## src/rtl/rename_dispatch_wide_pkg.sv

```systemverilog
// RV32I opcode/decode types plus the dispatch packet carried from rename to the ROB/RS allocators.
package rename_dispatch_wide_pkg;

  localparam int unsigned XLEN              = 32;
  localparam int unsigned ARCH_REG_BITS     = 5;
  localparam int unsigned PKT_PHYS_REG_BITS = 6;
  localparam int unsigned PKT_ROB_IDX_BITS  = 5;

  typedef enum logic [6:0] {
    op_b_lui   = 7'b0110111,
    op_b_auipc = 7'b0010111,
    op_b_jal   = 7'b1101111,
    op_b_jalr  = 7'b1100111,
    op_b_br    = 7'b1100011,
    op_b_load  = 7'b0000011,
    op_b_store = 7'b0100011,
    op_b_imm   = 7'b0010011,
    op_b_reg   = 7'b0110011
  } rv32i_opcode;

  localparam logic [6:0] FUNCT7_BASE   = 7'b0000000;
  localparam logic [6:0] FUNCT7_ALT    = 7'b0100000;
  localparam logic [6:0] FUNCT7_MULDIV = 7'b0000001;

  typedef enum logic [1:0] {
    RS_ALU = 2'd0,
    RS_MUL = 2'd1,
    RS_DIV = 2'd2,
    RS_BR  = 2'd3
  } rs_class_t;

  typedef struct packed {
    logic [XLEN-1:0]          pc;
    logic [31:0]              inst;
    logic [6:0]               opcode;
    logic [2:0]               funct3;
    logic [6:0]               funct7;
    logic [ARCH_REG_BITS-1:0] rd;
    logic [ARCH_REG_BITS-1:0] rs1;
    logic [ARCH_REG_BITS-1:0] rs2;
    logic [XLEN-1:0]          imm;
  } decode_info_t;

  typedef struct packed {
    decode_info_t                info;
    rs_class_t                   cls;
    logic [PKT_PHYS_REG_BITS-1:0] pd;
    logic [PKT_PHYS_REG_BITS-1:0] ps1;
    logic                         ps1_valid;
    logic [PKT_PHYS_REG_BITS-1:0] ps2;
    logic                         ps2_valid;
    logic [PKT_ROB_IDX_BITS-1:0]  rob_idx;
    logic                         alloc;
  } dispatch_pkt_t;

  // Sign-extended immediate for each RV32I encoding format; R-type yields zero.
  function automatic logic [XLEN-1:0] decode_imm(input logic [31:0] inst);
    logic [XLEN-1:0] imm;
    imm = '0;
    case (inst[6:0])
      op_b_imm, op_b_load, op_b_jalr: imm = {{20{inst[31]}}, inst[31:20]};
      op_b_store:                     imm = {{20{inst[31]}}, inst[31:25], inst[11:7]};
      op_b_br:    imm = {{19{inst[31]}}, inst[31], inst[7], inst[30:25], inst[11:8], 1'b0};
      op_b_lui, op_b_auipc:           imm = {inst[31:12], 12'h000};
      op_b_jal:   imm = {{11{inst[31]}}, inst[31], inst[19:12], inst[20], inst[30:21], 1'b0};
      default:                        imm = '0;
    endcase
    return imm;
  endfunction

endpackage

```

## src/rtl/rename_decode.sv

```systemverilog
// Per-slot combinational classifier: reservation-station class, allocation flag and decode fields.
module rename_decode
  import rename_dispatch_wide_pkg::*;
(
  input  logic [31:0]   inst,
  input  logic [31:0]   pc,
  output decode_info_t  info_c,
  output rs_class_t     cls_c,
  output logic          alloc_c
);

  always_comb begin
    info_c        = '0;
    info_c.pc     = pc;
    info_c.inst   = inst;
    info_c.opcode = inst[6:0];
    info_c.funct3 = inst[14:12];
    info_c.funct7 = inst[31:25];
    info_c.rd     = inst[11:7];
    info_c.rs1    = inst[19:15];
    info_c.rs2    = inst[24:20];
    info_c.imm    = decode_imm(inst);

    // funct3 0..3 are the multiplies, 4..7 the divides/remainders
    cls_c = RS_ALU;
    case (inst[6:0])
      op_b_jal, op_b_jalr, op_b_br: cls_c = RS_BR;
      op_b_reg: begin
        if (inst[31:25] == FUNCT7_MULDIV) cls_c = inst[14] ? RS_DIV : RS_MUL;
        else                              cls_c = RS_ALU;
      end
      default: cls_c = RS_ALU;
    endcase

    alloc_c = (inst[6:0] != op_b_br) && (inst[6:0] != op_b_store) && (inst[11:7] != '0);
  end

endmodule

```

## src/rtl/rename_dispatch_wide.sv

```systemverilog
// WIDTH-wide rename/dispatch: in-order prefix selection against resources, intra-group
// bypass and WAW suppression, and a registered valid/ready output stage.
module rename_dispatch_wide
  import rename_dispatch_wide_pkg::*;
#(
  parameter int unsigned WIDTH         = 2,
  parameter int unsigned PHYS_REG_BITS = 6,
  parameter int unsigned ROB_IDX_BITS  = 5,
  localparam int unsigned CW           = $clog2(WIDTH + 1)
) (
  input  logic                                clk,
  input  logic                                rst,
  input  logic                                flush,
  input  logic [WIDTH-1:0]                    iq_valid,
  input  logic [WIDTH-1:0][31:0]              iq_inst,
  input  logic [WIDTH-1:0][31:0]              iq_pc,
  output logic [CW-1:0]                       iq_deq_cnt,
  input  logic [WIDTH-1:0][PHYS_REG_BITS-1:0] fl_pd,
  input  logic [CW-1:0]                       fl_avail,
  output logic [CW-1:0]                       fl_pop_cnt,
  output logic [WIDTH-1:0][4:0]               rat_rs1,
  output logic [WIDTH-1:0][4:0]               rat_rs2,
  input  logic [WIDTH-1:0][PHYS_REG_BITS-1:0] rat_ps1,
  input  logic [WIDTH-1:0][PHYS_REG_BITS-1:0] rat_ps2,
  input  logic [WIDTH-1:0]                    rat_ps1_valid,
  input  logic [WIDTH-1:0]                    rat_ps2_valid,
  output logic [WIDTH-1:0]                    rat_we,
  output logic [WIDTH-1:0][4:0]               rat_rd,
  output logic [WIDTH-1:0][PHYS_REG_BITS-1:0] rat_pd,
  input  logic [CW-1:0]                       rob_free,
  input  logic [ROB_IDX_BITS-1:0]             rob_tail,
  input  logic [3:0][CW-1:0]                  rs_space,
  output logic [WIDTH-1:0]                    disp_valid,
  input  logic                                disp_ready,
  output dispatch_pkt_t [WIDTH-1:0]           disp_pkt
);

  decode_info_t [WIDTH-1:0]                    info;
  rs_class_t                                   cls [WIDTH];
  logic [WIDTH-1:0]                            alloc;
  logic                                        can_load;
  logic [CW-1:0]                               k;
  logic [CW-1:0]                               pop;
  logic [WIDTH-1:0]                            ok;
  logic [WIDTH-1:0][PHYS_REG_BITS-1:0]         pd;
  logic [WIDTH-1:0]                            we;
  dispatch_pkt_t [WIDTH-1:0]                   pkt_d;

  for (genvar gi = 0; gi < int'(WIDTH); gi++) begin : g_dec
    rename_decode u_dec (
      .inst    (iq_inst[gi]),
      .pc      (iq_pc[gi]),
      .info_c  (info[gi]),
      .cls_c   (cls[gi]),
      .alloc_c (alloc[gi])
    );
  end

  assign can_load = (disp_valid == '0) || disp_ready;

  // Prefix selection: each slot needs a ROB entry, its share of free regs and RS space.
  always_comb begin : count
    logic [CW-1:0]      n_alloc;
    logic [3:0][CW-1:0] n_cls;
    logic               run;
    n_alloc = '0;
    n_cls   = '0;
    run     = can_load && !flush;
    k       = '0;
    pop     = '0;
    ok      = '0;
    pd      = '0;
    for (int i = 0; i < int'(WIDTH); i++) begin
      for (int j = 0; j < int'(WIDTH); j++) begin
        if (CW'(j) == n_alloc) pd[i] = fl_pd[j];
      end
      if (alloc[i]) n_alloc = n_alloc + CW'(1);
      n_cls[cls[i]] = n_cls[cls[i]] + CW'(1);
      run = run && iq_valid[i] && (CW'(i + 1) <= rob_free) && (n_alloc <= fl_avail)
            && (n_cls[cls[i]] <= rs_space[cls[i]]);
      ok[i] = run;
      if (run) begin
        k = k + CW'(1);
        if (alloc[i]) pop = pop + CW'(1);
      end
    end
  end

  // Operand bypass from earlier allocating slots (nearest wins) and youngest-writer RAT update.
  always_comb begin : bypass
    pkt_d = '0;
    we    = '0;
    for (int i = 0; i < int'(WIDTH); i++) begin
      pkt_d[i].info      = info[i];
      pkt_d[i].cls       = cls[i];
      pkt_d[i].alloc     = alloc[i];
      pkt_d[i].pd        = PKT_PHYS_REG_BITS'(pd[i]);
      pkt_d[i].ps1       = PKT_PHYS_REG_BITS'(rat_ps1[i]);
      pkt_d[i].ps1_valid = rat_ps1_valid[i];
      pkt_d[i].ps2       = PKT_PHYS_REG_BITS'(rat_ps2[i]);
      pkt_d[i].ps2_valid = rat_ps2_valid[i];
      for (int j = 0; j < int'(WIDTH); j++) begin
        if (j < i && alloc[j]) begin
          if (info[j].rd == info[i].rs1) begin
            pkt_d[i].ps1       = PKT_PHYS_REG_BITS'(pd[j]);
            pkt_d[i].ps1_valid = 1'b0;
          end
          if (info[j].rd == info[i].rs2) begin
            pkt_d[i].ps2       = PKT_PHYS_REG_BITS'(pd[j]);
            pkt_d[i].ps2_valid = 1'b0;
          end
        end
      end
      if (info[i].rs1 == '0) begin
        pkt_d[i].ps1       = '0;
        pkt_d[i].ps1_valid = 1'b1;
      end
      if (info[i].rs2 == '0) begin
        pkt_d[i].ps2       = '0;
        pkt_d[i].ps2_valid = 1'b1;
      end
      pkt_d[i].rob_idx = PKT_ROB_IDX_BITS'(rob_tail + ROB_IDX_BITS'(i));
      if (!ok[i]) pkt_d[i] = '0;

      we[i] = alloc[i] && ok[i];
      for (int j = 0; j < int'(WIDTH); j++) begin
        if (j > i && ok[j] && alloc[j] && (info[j].rd == info[i].rd)) we[i] = 1'b0;
      end
    end
  end

  // Handshake outputs are forced to zero while reset is held.
  always_comb begin : drive
    iq_deq_cnt = '0;
    fl_pop_cnt = '0;
    rat_rs1    = '0;
    rat_rs2    = '0;
    rat_we     = '0;
    rat_rd     = '0;
    rat_pd     = '0;
    if (rst) begin
      iq_deq_cnt = k;
      fl_pop_cnt = pop;
      rat_we     = we;
      for (int i = 0; i < int'(WIDTH); i++) begin
        rat_rs1[i] = info[i].rs1;
        rat_rs2[i] = info[i].rs2;
        rat_rd[i]  = info[i].rd;
        rat_pd[i]  = pd[i];
      end
    end
  end

  // Output stage: flush clears, otherwise load the whole group when empty or accepted.
  always_ff @(posedge clk or negedge rst) begin
    if (!rst) begin
      disp_valid <= '0;
      disp_pkt   <= '0;
    end else if (flush) begin
      disp_valid <= '0;
      disp_pkt   <= '0;
    end else if (can_load) begin
      disp_valid <= ok;
      disp_pkt   <= pkt_d;
    end
  end

endmodule

```

## config.mk

```make
export PLATFORM = sky130hd
export DESIGN_NAME = rename_dispatch_wide
export DESIGN_NICKNAME = d
export VERILOG_FILES = /design/src/rtl/rename_dispatch_wide_pkg.sv /design/src/rtl/rename_decode.sv /design/src/rtl/rename_dispatch_wide.sv
export SDC_FILE = /design/constraint.sdc
export NUM_CORES = 1
export LEC_CHECK = 0
export ABC_AREA = 1
export BUFFER_PORTS_ARGS = -buffer_cell sky130_fd_sc_hd__buf_2
export CAP_MARGIN = 20
export CORE_MARGIN = 4
export CORE_UTILIZATION = 25
export CTS_CLUSTER_SIZE = 28
export DETAILED_ROUTE_END_ITERATION = 7
export GPL_TIMING_DRIVEN = 0
export MAX_ROUTING_LAYER = met4
export PLACE_DENSITY = 0.57
export SYNTH_ARGS = -nofsm -noshare
export SYNTH_HDL_FRONTEND = slang
export SYNTH_SLANG_ARGS = --single-unit
```

## constraint.sdc

```tcl
create_clock -name clk -period 3.7 [get_ports clk]
set_clock_uncertainty 0.05 [all_clocks]
set_input_delay 0.185 -clock clk [delete_from_list [all_inputs] [get_ports clk]]
set_output_delay 0.185 -clock clk [all_outputs]
set_load 0.01 [all_outputs]
```

Word-level counts from Yosys, hierarchy flattened
Cells that the tools add are included.

word-level totals
  logic and storage cells = 170
  bits in registers = 314
  input port bits = 191

cells by class
  equal/unequal tests = 28
  reduce and logical (&&, ||, !) cells = 35
  order comparisons = 10
  multiplexer cells = 55
  bitwise logic cells = 1
  add/subtract/negate cells = 6

operator list
  operator                                                               number
  312-bit 2-to-1 mux                                                     2
  32-bit case mux with 5 select lines                                    2
  156-bit 2-to-1 mux                                                     2
  2-bit 2-to-1 mux                                                       22
  7-bit by 6-bit equality test with 1-bit output, second input constant  6
  7-bit equality test, second input constant                             6
  7-bit 2-to-1 mux                                                       6
  10-bit 2-to-1 mux                                                      3
  7-bit by 5-bit equality test with 1-bit output, second input constant  4
  2-bit binary-select mux with 2-bit select                              6
  5-bit logical NOT                                                      4
  1-bit logical AND                                                      18
  5-bit equality test                                                    3
  7-bit by 1-bit equality test with 1-bit output, second input constant  2
  7-bit by 2-bit equality test with 1-bit output, second input constant  2
  14-bit 2-to-1 mux                                                      1
  7-bit by 6-bit != test with 1-bit output, second input constant        2
  7-bit != test, second input constant                                   2
  12-bit 2-to-1 mux                                                      1
  6-bit 2-to-1 mux                                                       2
  3-bit OR reduction                                                     4
  2-bit by 1-bit adder with 2-bit output, second input constant          5
  5-bit nonzero test                                                     2
  8-bit AND                                                              1
  other kinds (16)                                                       27

Longest topological paths before layout
Gate-level depths: netlist (run 1).

  depth after elaboration = 20
  depth in mapped cells = 23
  gate-level depth less buffers = 22

Modules after synthesis
Synthesis (run 1) repeated with hierarchy kept, for this count alone.

second synthesis, totals
  cells, all modules = 1935
  area total of the unflattened synthesis = 16090.4 um^2

by module, submodules not included
  module                times used  cells each  seq. area each (um^2)  area an instance (um^2)
  rename_dispatch_wide  1           1381        7857.5                 13002.5
  rename_decode         2           277         0.0                    1544.0

Worst setup path before layout (run 1)
No wires, ideal clock.

  path type = input port to output port
  start point = input iq_inst[35] in the netlist's numbering
  end point = output iq_deq_cnt[0]
  slack = 0.689 ns
  arrival = 2.776 ns
  data required time = 3.465 ns
  cell stages on the path = 22
  cells stage by stage = inv_1 > nand3_1 > nor2_1 > nand2_1 > nand3_1 > inv_1 > nand2_1 > inv_1 > o211ai_1 > nand2_1 > ha_1 > inv_1 > nor2_1 > o21ai_0 > nand3_1 > nor2_1 > nand3_4 > inv_2 > buf_2 > ha_1 > nand2_1 > inv_1

on the way
  longest elaborated chain between the ends = 14

RTL lines
  what                                                                                                                                                         line                         RTL
  start: declaration                                                                                                                                           rename_dispatch_wide.sv:15   input logic [WIDTH-1:0][31:0] iq_inst,
  7-bit equality test                                                                                                                                          rename_decode.sv:26          case (inst[6:0])
  3-bit OR reduction                                                                                                                                           rename_decode.sv:26
  2-bit case mux with 2 select lines                                                                                                                           rename_decode.sv:26
  2-bit by 3-bit less-than comparator with 1-bit output (implied by the code) or 2-bit by 1-bit greater-or-equal comparator with 1-bit output (tied branches)  rename_dispatch_wide.sv:78   n_cls[cls[i]] = n_cls[cls[i]] + CW'(1);
  1-bit logical AND (implied by the code)                                                                                                                      rename_dispatch_wide.sv:78
  2-bit 2-to-1 mux (implied by the code)                                                                                                                       rename_dispatch_wide.sv:78
  2-bit demux with 2-bit select                                                                                                                                rename_dispatch_wide.sv:78
  8-bit bitwise mux                                                                                                                                            rename_dispatch_wide.sv:78
  2-bit binary-select mux with 2-bit select                                                                                                                    rename_dispatch_wide.sv:80   && (n_cls[cls[i]] <= rs_space[cls[i]]);
  2-bit 2-to-1 mux (implied by the code)                                                                                                                       rename_dispatch_wide.sv:80
  2-bit less-or-equal comparator                                                                                                                               rename_dispatch_wide.sv:80
  1-bit logical AND *                                                                                                                                          rename_dispatch_wide.sv:80
  2-bit 2-to-1 mux *                                                                                                                                           rename_dispatch_wide.sv:82   if (run) begin
  2-bit 2-to-1 mux *                                                                                                                                           rename_dispatch_wide.sv:141  if (rst) begin
  end: declaration                                                                                                                                             rename_dispatch_wide.sv:17   output logic [CW-1:0] iq_deq_cnt,

Mark *: on every way between the ends. The rest lies on a longest branch, timed or not. The select of a mux whose other input is x is not followed.

Worst setup path after layout (run 1)
  start point = input iq_inst[38] in the netlist's numbering
  end point = output iq_deq_cnt[0]

Same word-level chain as after synthesis.

==> run_results.csv, run 1 <==
group,metric,value,unit
synth,yosysSeqAreaShare,52.6,%
routing,wirelength,57900,µm
worst_setup_path,worstSetupStartpointType,"input port",
pwr,clkPwrFrac,44.4,%
global_routing,antenna_found_initial,4,
global_routing,overflow,0,
worst_setup_path,cp_max_fo,13,
finish,final_core_util,39.7,%
worst_hold_path,whs_path_depth,3,
routing,routed_via_density,4.54,
clock_network,numCtsBuffers,29,
pwr,power_frac_comb,12.9,%
placement,place_congestion,0.887,
synth,async_flop_share,100,%
finish,drive_gt1_share,32.8,%
sta,max_freq,0.277,GHz
pwr,p_leak,10.8,nW
floorplanning,initial_utilization,25.4,%
clock_network,clock-sinks,250,
routing,drtPass1Iterations,5,
placement,dp_hpwl,43900,µm
synth,syn_inst,1484,
worst_hold_path,hp-class,"input port to flip-flop",
sta,slew_headroom,40.2,%
floorplanning,core-area,0.0468,mm²
worst_setup_path,critPathRequiredTime,3.46,ns
worst_setup_path,rrSetupSlack,1.04,ns
pwr,powerDensity,355,mW/mm²
synth,syn_nets,1685,
worst_setup_path,end_kind,"primary output",
finish,fin_nets,2467,
synth,avgSynthCellArea,8.01,µm²
pwr,p_int,4.85,mW
pwr,p_sw_share,26.3,%
worst_setup_path,ff2ff_path_depth,7,
global_routing,grt_usage,22.2,%
synth,yosysTopAreaCellShare,52.6,%
pwr,power_frac_seq,42.6,%
sta,finalHoldViolCount,0,
outcome,status,"completed",
worst_setup_path,r2r-end,"disp_pkt[59]",
finish,stdcell_area,0.0185,mm²
sta,worst_pin_slew,0.896,ns
routing,drc,0,
synth,yosysTopAreaCell,"dfrtp_1",
flow_run,drv_cap,0,
routing,avgRoutedWirePerCell,20.0,µm
synth,ys_seq_elements,250,
pwr,vdd_ir_drop_max,0.256,mV
routing,drt-initial-drc-count,798,
global_routing,grt_max_degree,94,
placement,dpl.cell_count,2643,
global_routing,grt_pass1_wl,83300,µm
routing,drtAntennaViolNets,0,
synth,yosysMostFrequentCell,"nand2_1",
routing,route.vias.total,13200,
clock_network,clk_pin_slew,0.06,ns
clock_network,cts_buffer_depth,3,
sta,setup_viol,0,
worst_setup_path,arrival,3.37,ns
synth,synthDistinctLibCells,42,
pwr,switching_power,1.73,mW
sta,finalCriticalPeriod,3.61,ns
placement,placed_area,0.0155,mm²
floorplanning,die_w,226,µm
placement,port_buffers,549,
finish,final_cells,2899,
global_routing,grt_pass1_vias,13300,
clock_network,root_buffer,"clkbuf_16",
sta,hold_ws,0.0224,ns
floorplanning,std_cell_rows,79,
floorplanning,dieArea,0.0511,mm²
worst_hold_path,hold_path_end,"disp_pkt[256]",
floorplanning,die_y,226,µm
clock_network,htree_levels,1,
synth,synth_edf_count,0,
synth,ys_warn_count,0,
sta,min_period_over_period,97.5,%
finish,area_growth,56.0,%
synth,ys_top_cells_by_area,"dfrtp_1 53%, nand2_1 18%, buf_4 4.4%",
sta,final_max_slew_viol_count,0,
clock_network,cts_tree,"done",
worst_hold_path,min-delay-start,"iq_inst[40]",
pwr,power,6.58,mW
synth,synth_common_cells,"578 x nand2_1, 250 x dfrtp_1, 121 x inv_1",
clock_network,worstSkewPairLatency,0.55,ns
worst_setup_path,criticalPathCategory,"input port to primary output",
synth,synth_ff_type,"dfrtp_1",
worst_setup_path,r2r-start,"disp_valid[1]",
floorplanning,ios,553,
synth,syn_area,0.0119,mm²
## registers in the layout (all words and copies together), names as in the netlist
| register | cells |
|---|---|
| disp_pkt | 248 |
| disp_valid | 2 |
## per-layer routing
metal / global-route usage, % / vias up / share of wire, %
met4: 6.26 / 0 / 2.6
li1: - / 6187 / -
met5: - / - / 0
met3: 3.89 / 85 / 6.5
met1: 27.0 / 6346 / 41
met2: 38.1 / 535 / 50
## critical path, cell delays in order
cell,delay (ns)
clkbuf_4,0.14
clkinvlp_4,0.15
nor3_4,0.27
buf_6,0.15
nand2_4,0.09
nand3_4,0.13
inv_1,0.07
nand2_1,0.09
inv_1,0.07
o211ai_1,0.22
nand2_1,0.14
ha_4,0.23
inv_1,0.05
nor2_1,0.03
o21ai_0,0.14
nand3_1,0.18
nor2_4,0.19
nand3_4,0.17
clkinv_8,0.14
ha_1,0.24
nand2_1,0.06
inv_1,0.05
buf_2,0.14
## cells by family after synthesis
group	Yosys count	synth area share, %
xor+xnor	10	0.737
flops	250	52.6
other cells	1	0.0315
fa+ha+maj	10	1.05
compound gates	214	9.66
simple gates	737	25.0
buf+inv	262	10.9
## area by class of cell
| cell class | instances | area [µm²] |
|---|---|---|
| Sequential cell | 250 | 6260 |
| Antenna cell | 4 | 10.0 |
| Timing Repair Buffer | 752 | 4800 |
| Buffer | 131 | 817 |
| Tap cell | 607 | 759 |
| Multi-Input combinational cell | 972 | 4440 |
| Clock buffer | 39 | 833 |
| Fill cell | 4758 | 28200 |
| Clock inverter | 14 | 129 |
| Inverter | 130 | 504 |
## how the worst max path moves through the flow
stage          cells after the start        start            end  slack [ns]
2_1_floorplan                     22  iq_inst[35]  iq_deq_cnt[0]        0.69
3_3_place_gp                       6          rst  fl_pop_cnt[1]       -2.76
3_5_place_dp                      18   iq_inst[1]  iq_deq_cnt[0]       -0.55
4_1_cts                           18   iq_inst[1]  fl_pop_cnt[0]       0.005
5_1_grt                           23  iq_inst[38]  iq_deq_cnt[0]       -0.10
6_report                          23  iq_inst[38]  iq_deq_cnt[0]        0.09
## what timing repair did
action,4_1_cts,5_1_grt
setup endpoints to repair,6,26
resized for setup,17,32
hold buffers,186,0
buffers inserted,0,14
gates cloned,0,0
endpoints found under the hold margin,291,0
pin swaps,0,8
## metrics by stage
step | setup slack [ns] | TNS, ns
floorplan | 0.689 | 0
global placement | -2.76 | -735.97
detailed placement | -0.548 | -6.57
CTS | 0.00454 | 0
global route | -0.105 | -0.344
finish | 0.0916 | 0
## cell usage in the layout, fill, tap and decap left out, types with 2 or more instances in the layout
cell and count:
nor2_2 5, buf_2 559, diode_2 4, buf_16 2, nand2_1 575, bufinv_16 2, clkbuf_1 41, clkbuf_8 7
o22ai_1 8, inv_2 9, clkbuf_16 29, a21oi_1 34, dfrtp_1 250, nor3_1 12, o21ai_1 52, dlygate4sd3_1 186
buf_6 7, nand2_4 4, o211ai_1 8, nor2_4 4, a31oi_1 2, nand3_1 60, nand4_1 11, ha_1 9
nor3_4 2, nor2_1 50, xor2_1 4, xnor2_1 6, buf_4 84, clkinvlp_4 3, nand3_4 2, inv_1 119
nand2_2 6, clkbuf_2 5, a211oi_1 2, o21ai_0 101, clkinv_2 9
## power groups by stage
stage / clock network (mW) / logic, mW / registers (mW)
final: 2.92 / 0.852 / 2.81
after global routing: 3.09 / 0.933 / 2.81
after CTS: 2.99 / 0.845 / 2.81
after detailed placement: 0 / 0.691 / 2.85
after global placement: 0 / 0.677 / 2.85
after floorplan: 0 / 0.249 / 2.87
Note: power is estimated with default switching activity, not from simulation.
==> inputs of run 2 (changes only) <==
--- a/config.mk
+++ b/config.mk
@@ -15,6 +15,7 @@
 export GPL_TIMING_DRIVEN = 0
 export MAX_ROUTING_LAYER = met4
 export PLACE_DENSITY = 0.57
+export RECOVER_POWER = 50
 export SYNTH_ARGS = -nofsm -noshare
 export SYNTH_HDL_FRONTEND = slang
 export SYNTH_SLANG_ARGS = --single-unit
==> constraint.sdc (replaced) <==
create_clock -name clk -period 4.5 [get_ports clk]
set_clock_uncertainty 0.05 [all_clocks]
set_input_delay 0.675 -clock clk [delete_from_list [all_inputs] [get_ports clk]]
set_output_delay 0.675 -clock clk [all_outputs]
set_load 0.01 [all_outputs]
==> run 2 against run 1 <==
Compared with the run above:
- the flow now finishes with violations (max-capacitance violations, max-slew violations)
- clock-buffer cell count did not move
- sequential share of layout area increased by 4.1 points
- cell count shrank 6.2%
- sequential power down 18%
- critical path type unchanged
- highest routed layer unchanged
==> run_results.csv, run 2 (synthesis results as in run 1) <==
group,metric,value,unit
outcome,status,"complete, but fails checks",
outcome,failed_checks,"max-capacitance violations, max-slew violations",
placement,place_congestion,0.887,
worst_setup_path,worst-path-buf-inv,8,
floorplanning,std_cell_rows,79,
worst_setup_path,critPathRequiredTime,3.77,ns
finish,fin_nets,2290,
global_routing,grt_pass1_vias,12300,
routing,drtAntennaViolNets,0,
worst_setup_path,rrSetupSlack,1.89,ns
floorplanning,die_w,226,µm
global_routing,antenna_found_initial,1,
floorplanning,ios,553,
clock_network,cts_tree,"done",
worst_setup_path,path_cells,"buf_2, inv_4, nand4_1, nor3_4, nand2_2, nand2_2, inv_1, o211ai_1, nand2_1, ha_4, inv_1, nor2_1, o21ai_0, nand3_1, nor2_4, nand3_4, inv_6, buf_12, ha_1, nand2_1, inv_1, buf_2",
floorplanning,initial_utilization,25.4,%
pwr,vdd_ir_drop_max,0.211,mV
sta,min_period_over_period,98.9,%
finish,final_core_util,35.4,%
worst_setup_path,arrival,3.72,ns
sta,finalCriticalPeriod,4.45,ns
pwr,power,5.27,mW
global_routing,grt_pass1_wl,79300,µm
global_routing,overflow,0,
finish,area_growth,39.1,%
finish,num-fill-cells,5050,
finish,largest_register_ffs,248,
pwr,powerDensity,319,mW/mm²
finish,multi_input_area,0.00447,mm²
clock_network,worstSkewPairLatency,0.55,ns
clock_network,clk_pin_slew,0.06,ns
worst_setup_path,end_kind,"primary output",
worst_setup_path,worstSetupStartpointType,"input port",
clock_network,htree_levels,1,
worst_setup_path,cpMostUsedCell,"inv_1",
worst_setup_path,slowest_delay,0.34,ns
worst_setup_path,ff2ff_path_depth,7,
worst_setup_path,criticalPathCategory,"input port to primary output",
sta,finalHoldViolCount,0,
worst_setup_path,cpMaxStageDelayCell,"nor3_4",
worst_setup_path,r2r-start,"disp_valid[1]",
finish,register_area,0.00626,mm²
placement,port_buffers,549,
sta,setup_viol,0,
worst_setup_path,crit_family,"simple AND/OR/NAND/NOR gates",
flow_run,drv_cap,1,
routing,routed_via_density,4.53,
routing,route.vias.total,12300,
floorplanning,die_y,226,µm
sta,slew_headroom,-34.7,%
floorplanning,core-area,0.0468,mm²
clock_network,root_buffer,"clkbuf_16",
floorplanning,dieArea,0.0511,mm²
finish,top_register,"disp_pkt",
routing,wirelength,55700,µm
finish,layout_common_cells,"572 x nand2_1, 377 x buf_2, 250 x dfrtp_1",
finish,final_common_cell,"nand2_1",
worst_hold_path,hp-class,"input port to asynchronous set/reset pin",
sta,final_max_slew_viol_count,78,
global_routing,grt_usage,21.3,%
clock_network,cts_buffer_depth,3,
finish,drive_gt1_share,27.9,%
worst_setup_path,r2r-end,"disp_pkt[59]",
worst_setup_path,cp_max_fo,7,
routing,avgRoutedWirePerCell,20.5,µm
global_routing,grt_max_degree,94,
pwr,p_leak,9.32,nW
clock_network,clock-sinks,250,
clock_network,numCtsBuffers,29,
finish,reg_top3,"disp_pkt (248), disp_valid (2)",
sta,grt_setup_unrepaired,"yes",
routing,drtPass1Iterations,6,
routing,drc,0,
routing,drt-initial-drc-count,792,
sta,max_freq,0.225,GHz
sta,worst_pin_slew,2.02,ns
placement,dp_hpwl,43900,µm
run 2: changes by cell type in the layout (fill, tap and decap cells not counted), sizes merged:
cell	before	now
clkbuf	83	264
buf	653	481
clkinv	10	9
clkinvlp	3	4
dlygate4sd3	186	0
diode	4	1
run 2: metrics by stage:
| stage | hold slack (ns) | area [µm²] | TNS [ns] | setup slack [ns] | cells |
|---|---|---|---|---|---|
| 4_1_cts | 0.0914 | 16600 | 0 | 0.0158 | 2705 |
| 6_report | 0.0758 | 16500 | 0 | 0.0512 | 2719 |
| 2_1_floorplan | 0.329 | 11900 | 0 | 0.509 | 1484 |
| 3_5_place_dp | 0.409 | 15500 | -3.38 | -0.728 | 2643 |
| 5_1_grt | 0.127 | 16500 | -0.0436 | -0.0346 | 2719 |
| 3_3_place_gp | 0.408 | 15400 | -666.50 | -2.94 | 2640 |
run 2: area by class of cell:
type	count	area share [%]
tap	607	4.59
inverter	130	3.07
buffer	132	5.02
multi-input combinational	972	27.0
clock buffer	39	5.04
clock inverter	14	0.779
timing repair buffer	574	16.6
antenna	1	0.0151
sequential	250	37.8
run 2: report_power, final:
part	total (mW)	internal, mW	switching, mW
sequential	2.31	2.28	0.0252
combinational	0.571	0.194	0.377
clock	2.39	1.41	0.986
total	5.27	3.88	1.39
run 2: metal layers:
metal	up-vias	global-route usage (%)	part of all wire [%]
li1	5831	-	-
met1	5910	26.6	42
met2	513	36.3	50
met3	66	3.70	6.8
met4	0	4.65	1.9
met5	-	-	0
run 2: worst register-to-register path, cell delays in order (launching register included):
cell and delay [ns]:
dfrtp_1 0.39, o21ai_0 0.09, nor2_1 0.34, clkbuf_1 0.60, buf_6 0.24, clkbuf_1 0.60, nand2_1 0.14, nand2_1 0.10
run 2: worst max-delay path by stage:
stage	startpoint	end	slack, ns	cells after the start
after CTS	iq_inst[57]	iq_deq_cnt[0]	0.02	23
after floorplan	iq_inst[35]	iq_deq_cnt[0]	0.51	22
after detailed placement	iq_inst[1]	iq_deq_cnt[0]	-0.73	18
after global placement	rst	fl_pop_cnt[1]	-2.94	6
final	iq_inst[34]	iq_deq_cnt[0]	0.05	22
after global routing	iq_inst[37]	iq_deq_cnt[0]	-0.03	23
run 2: repair_timing:
| action | CTS | global route |
|---|---|---|
| hold endpoints to repair | 0 | 0 |
| gates resized for setup | 37 | 22 |
| endpoints found under the setup margin | 6 | 6 |
| pin swaps | 13 | 16 |
| buffers inserted | 9 | 13 |
| hold buffers | 0 | 0 |
==> inputs of run 3 (changes only) <==
--- a/config.mk
+++ b/config.mk
@@ -8,6 +8,7 @@
 export ABC_AREA = 1
 export BUFFER_PORTS_ARGS = -buffer_cell sky130_fd_sc_hd__buf_2
 export CAP_MARGIN = 20
+export CORE_ASPECT_RATIO = 2
 export CORE_MARGIN = 4
 export CORE_UTILIZATION = 25
 export CTS_CLUSTER_SIZE = 28
==> run 3 against run 2 <==
Compared with the run above:
- the run still ends with max-capacitance violations, max-slew violations left
- sequential power barely moved
- hold slack better by 0.18 ns
- critical endpoint unchanged
- critical path depth decreased by 3
- core utilization fell by 0.34 points
- sequential share of layout area grew 0.32 points
- first-iteration DRC count decreased by 14%
- combinational power rose by 2%
- global-route usage is 1.9 points higher
- clock-buffer cell count down 3
- non-clock buffer count down 9
==> run_results.csv, run 3 (synthesis results as in run 1) <==
group,metric,value,unit
outcome,status,"complete, but fails checks",
outcome,failed_checks,"max-capacitance violations, max-slew violations",
finish,reg_top3,"disp_pkt (248), disp_valid (2)",
sta,min_period_over_period,97.0,%
sta,setup_tns,0,ns
sta,max_freq,0.229,GHz
finish,area_growth,37.9,%
global_routing,grt_pass1_wl,85300,µm
clock_network,numCtsBuffers,26,
worst_setup_path,critPathRequiredTime,3.77,ns
global_routing,grt_max_degree,115,
routing,avgRoutedWirePerCell,22.2,µm
worst_setup_path,end_kind,"primary output",
finish,drive_gt1_share,27.3,%
routing,route.vias.total,12300,
placement,place_congestion,0.891,
floorplanning,initial_utilization,25.4,%
sta,finalCriticalPeriod,4.36,ns
worst_setup_path,arrival,3.64,ns
global_routing,overflow,0,
floorplanning,ios,553,
flow_run,drv_cap,2,
placement,dp_hpwl,48400,µm
routing,drc,0,
pwr,power,5.17,mW
routing,routed_via_density,4.51,
routing,drt-initial-drc-count,683,
routing,drtPass1Iterations,7,
routing,wirelength,60700,µm
finish,top_register,"disp_pkt",
worst_setup_path,cp_max_fo,10,
pwr,vdd_ir_drop_max,0.218,mV
sta,finalHoldViolCount,0,
finish,fin_nets,2278,
routing,drtAntennaViolNets,0,
global_routing,antenna_found_initial,4,
floorplanning,core-area,0.0468,mm²
pwr,powerDensity,315,mW/mm²
clock_network,clock-sinks,250,
floorplanning,dieArea,0.0513,mm²
pwr,p_leak,9.19,nW
global_routing,grt_pass1_vias,12500,
floorplanning,die_w,162,µm
sta,final_max_slew_viol_count,139,
finish,layout_common_cells,"573 x nand2_1, 377 x buf_2, 250 x dfrtp_1",
worst_hold_path,hp-class,"input port to flip-flop",
placement,port_buffers,549,
floorplanning,std_cell_rows,112,
clock_network,root_buffer,"clkbuf_16",
sta,slew_headroom,-80.8,%
sta,setup_viol,0,
clock_network,cts_tree,"done",
global_routing,grt_usage,23.2,%
sta,worst_pin_slew,2.71,ns
floorplanning,die_y,316,µm
worst_setup_path,criticalPathCategory,"input port to primary output",
finish,num-fill-cells,5164,
clock_network,worstSkewPairLatency,0.55,ns
worst_setup_path,worstSetupStartpointType,"input port",
clock_network,cts_buffer_depth,3,
finish,largest_register_ffs,248,
clock_network,htree_levels,1,
clock_network,clk_pin_slew,0.07,ns
finish,final_common_cell,"nand2_1",
==> run 3: cell types whose count changed in the layout (fill, tap and decap cells not counted), moves of 3 or more <==
cell      previous run  this run
diode_2              1         4
clkinv_2             9         6
buf_4               96        86
inv_2               11        14
clkbuf_1           223       227
==> run 3: path summary, 6_finish.rpt <==
kind / to / slack [ns] / from / cells past startpoint
hold reg to reg: disp_pkt[30] / 0.43 / disp_pkt[30] / 2
setup / recovery: iq_deq_cnt[0] / 0.14 / iq_inst[1] / 19
min in group asynchronous: disp_pkt[294] / 0.37 / rst / 2
hold / removal: disp_pkt[151] / 0.26 / iq_pc[27] / 3
max in group asynchronous: disp_pkt[26] / 1.52 / rst / 2
setup reg to reg: disp_pkt[25] / 1.72 / disp_valid[0] / 6
==> run 3: metal layers <==
layer	part of all wire [%]	vias to the layer above	global-route usage (%)
met4	2.9	0	6.91
met3	5.5	76	3.30
met5	0	-	-
met2	54	517	42.9
met1	38	5901	25.8
li1	-	5808	-
==> run 3: repair_timing <==
action,in CTS,in global routing
endpoints found under the setup margin,6,6
hold endpoints to repair,47,0
pin swaps,11,15
gates cloned,0,0
buffers inserted,6,7
hold buffers,1,0
gates resized for setup,33,17
==> run 3: layout make-up <==
type	instances	area (µm²)	area share [%]
multi-input combinational	972	4470	27.3
buffer	131	816	4.98
clock buffer	36	759	4.63
clock inverter	11	121	0.740
inverter	130	502	3.06
tap	627	785	4.78
sequential	250	6260	38.2
timing repair buffer	566	2680	16.3
antenna	4	10.0	0.0611
==> run 3: critical path, cell delays in order <==
cell	delay, ns
buf_2	0.09
nand2_1	0.06
inv_2	0.15
nand2_2	0.12
inv_1	0.17
nand2_2	0.15
nand2_4	0.21
buf_6	0.20
ha_1	0.26
nor3_2	0.28
nor4_4	0.08
buf_4	0.17
nand2_2	0.08
inv_2	0.14
buf_4	0.23
ha_4	0.27
nand2_1	0.04
inv_1	0.10
buf_2	0.13
==> run 3: through the flow <==
step | instance area (µm²) | setup slack (ns) | hold WS (ns) | utilization (%) | std cells
4_1_cts | 16500 | 0.00934 | 0.0472 | 35.3 | 2715
5_1_grt | 16400 | -0.0188 | 0.239 | 35.0 | 2725
3_5_place_dp | 15500 | -0.998 | 0.410 | 33.1 | 2662
6_report | 16400 | 0.137 | 0.256 | 35.0 | 2727
3_3_place_gp | 15400 | -3.03 | 0.407 | 32.9 | 2660
2_1_floorplan | 11900 | 0.509 | 0.329 | - | 1484
==> run 3: report_power, final <==
group / internal (mW) / switching [mW] / total [mW] / leakage, nW
Sequential: 2.28 / 0.0263 / 2.31 / 3.47
Combinational: 0.190 / 0.391 / 0.581 / 5.29
Clock: 1.30 / 0.988 / 2.28 / 0.432
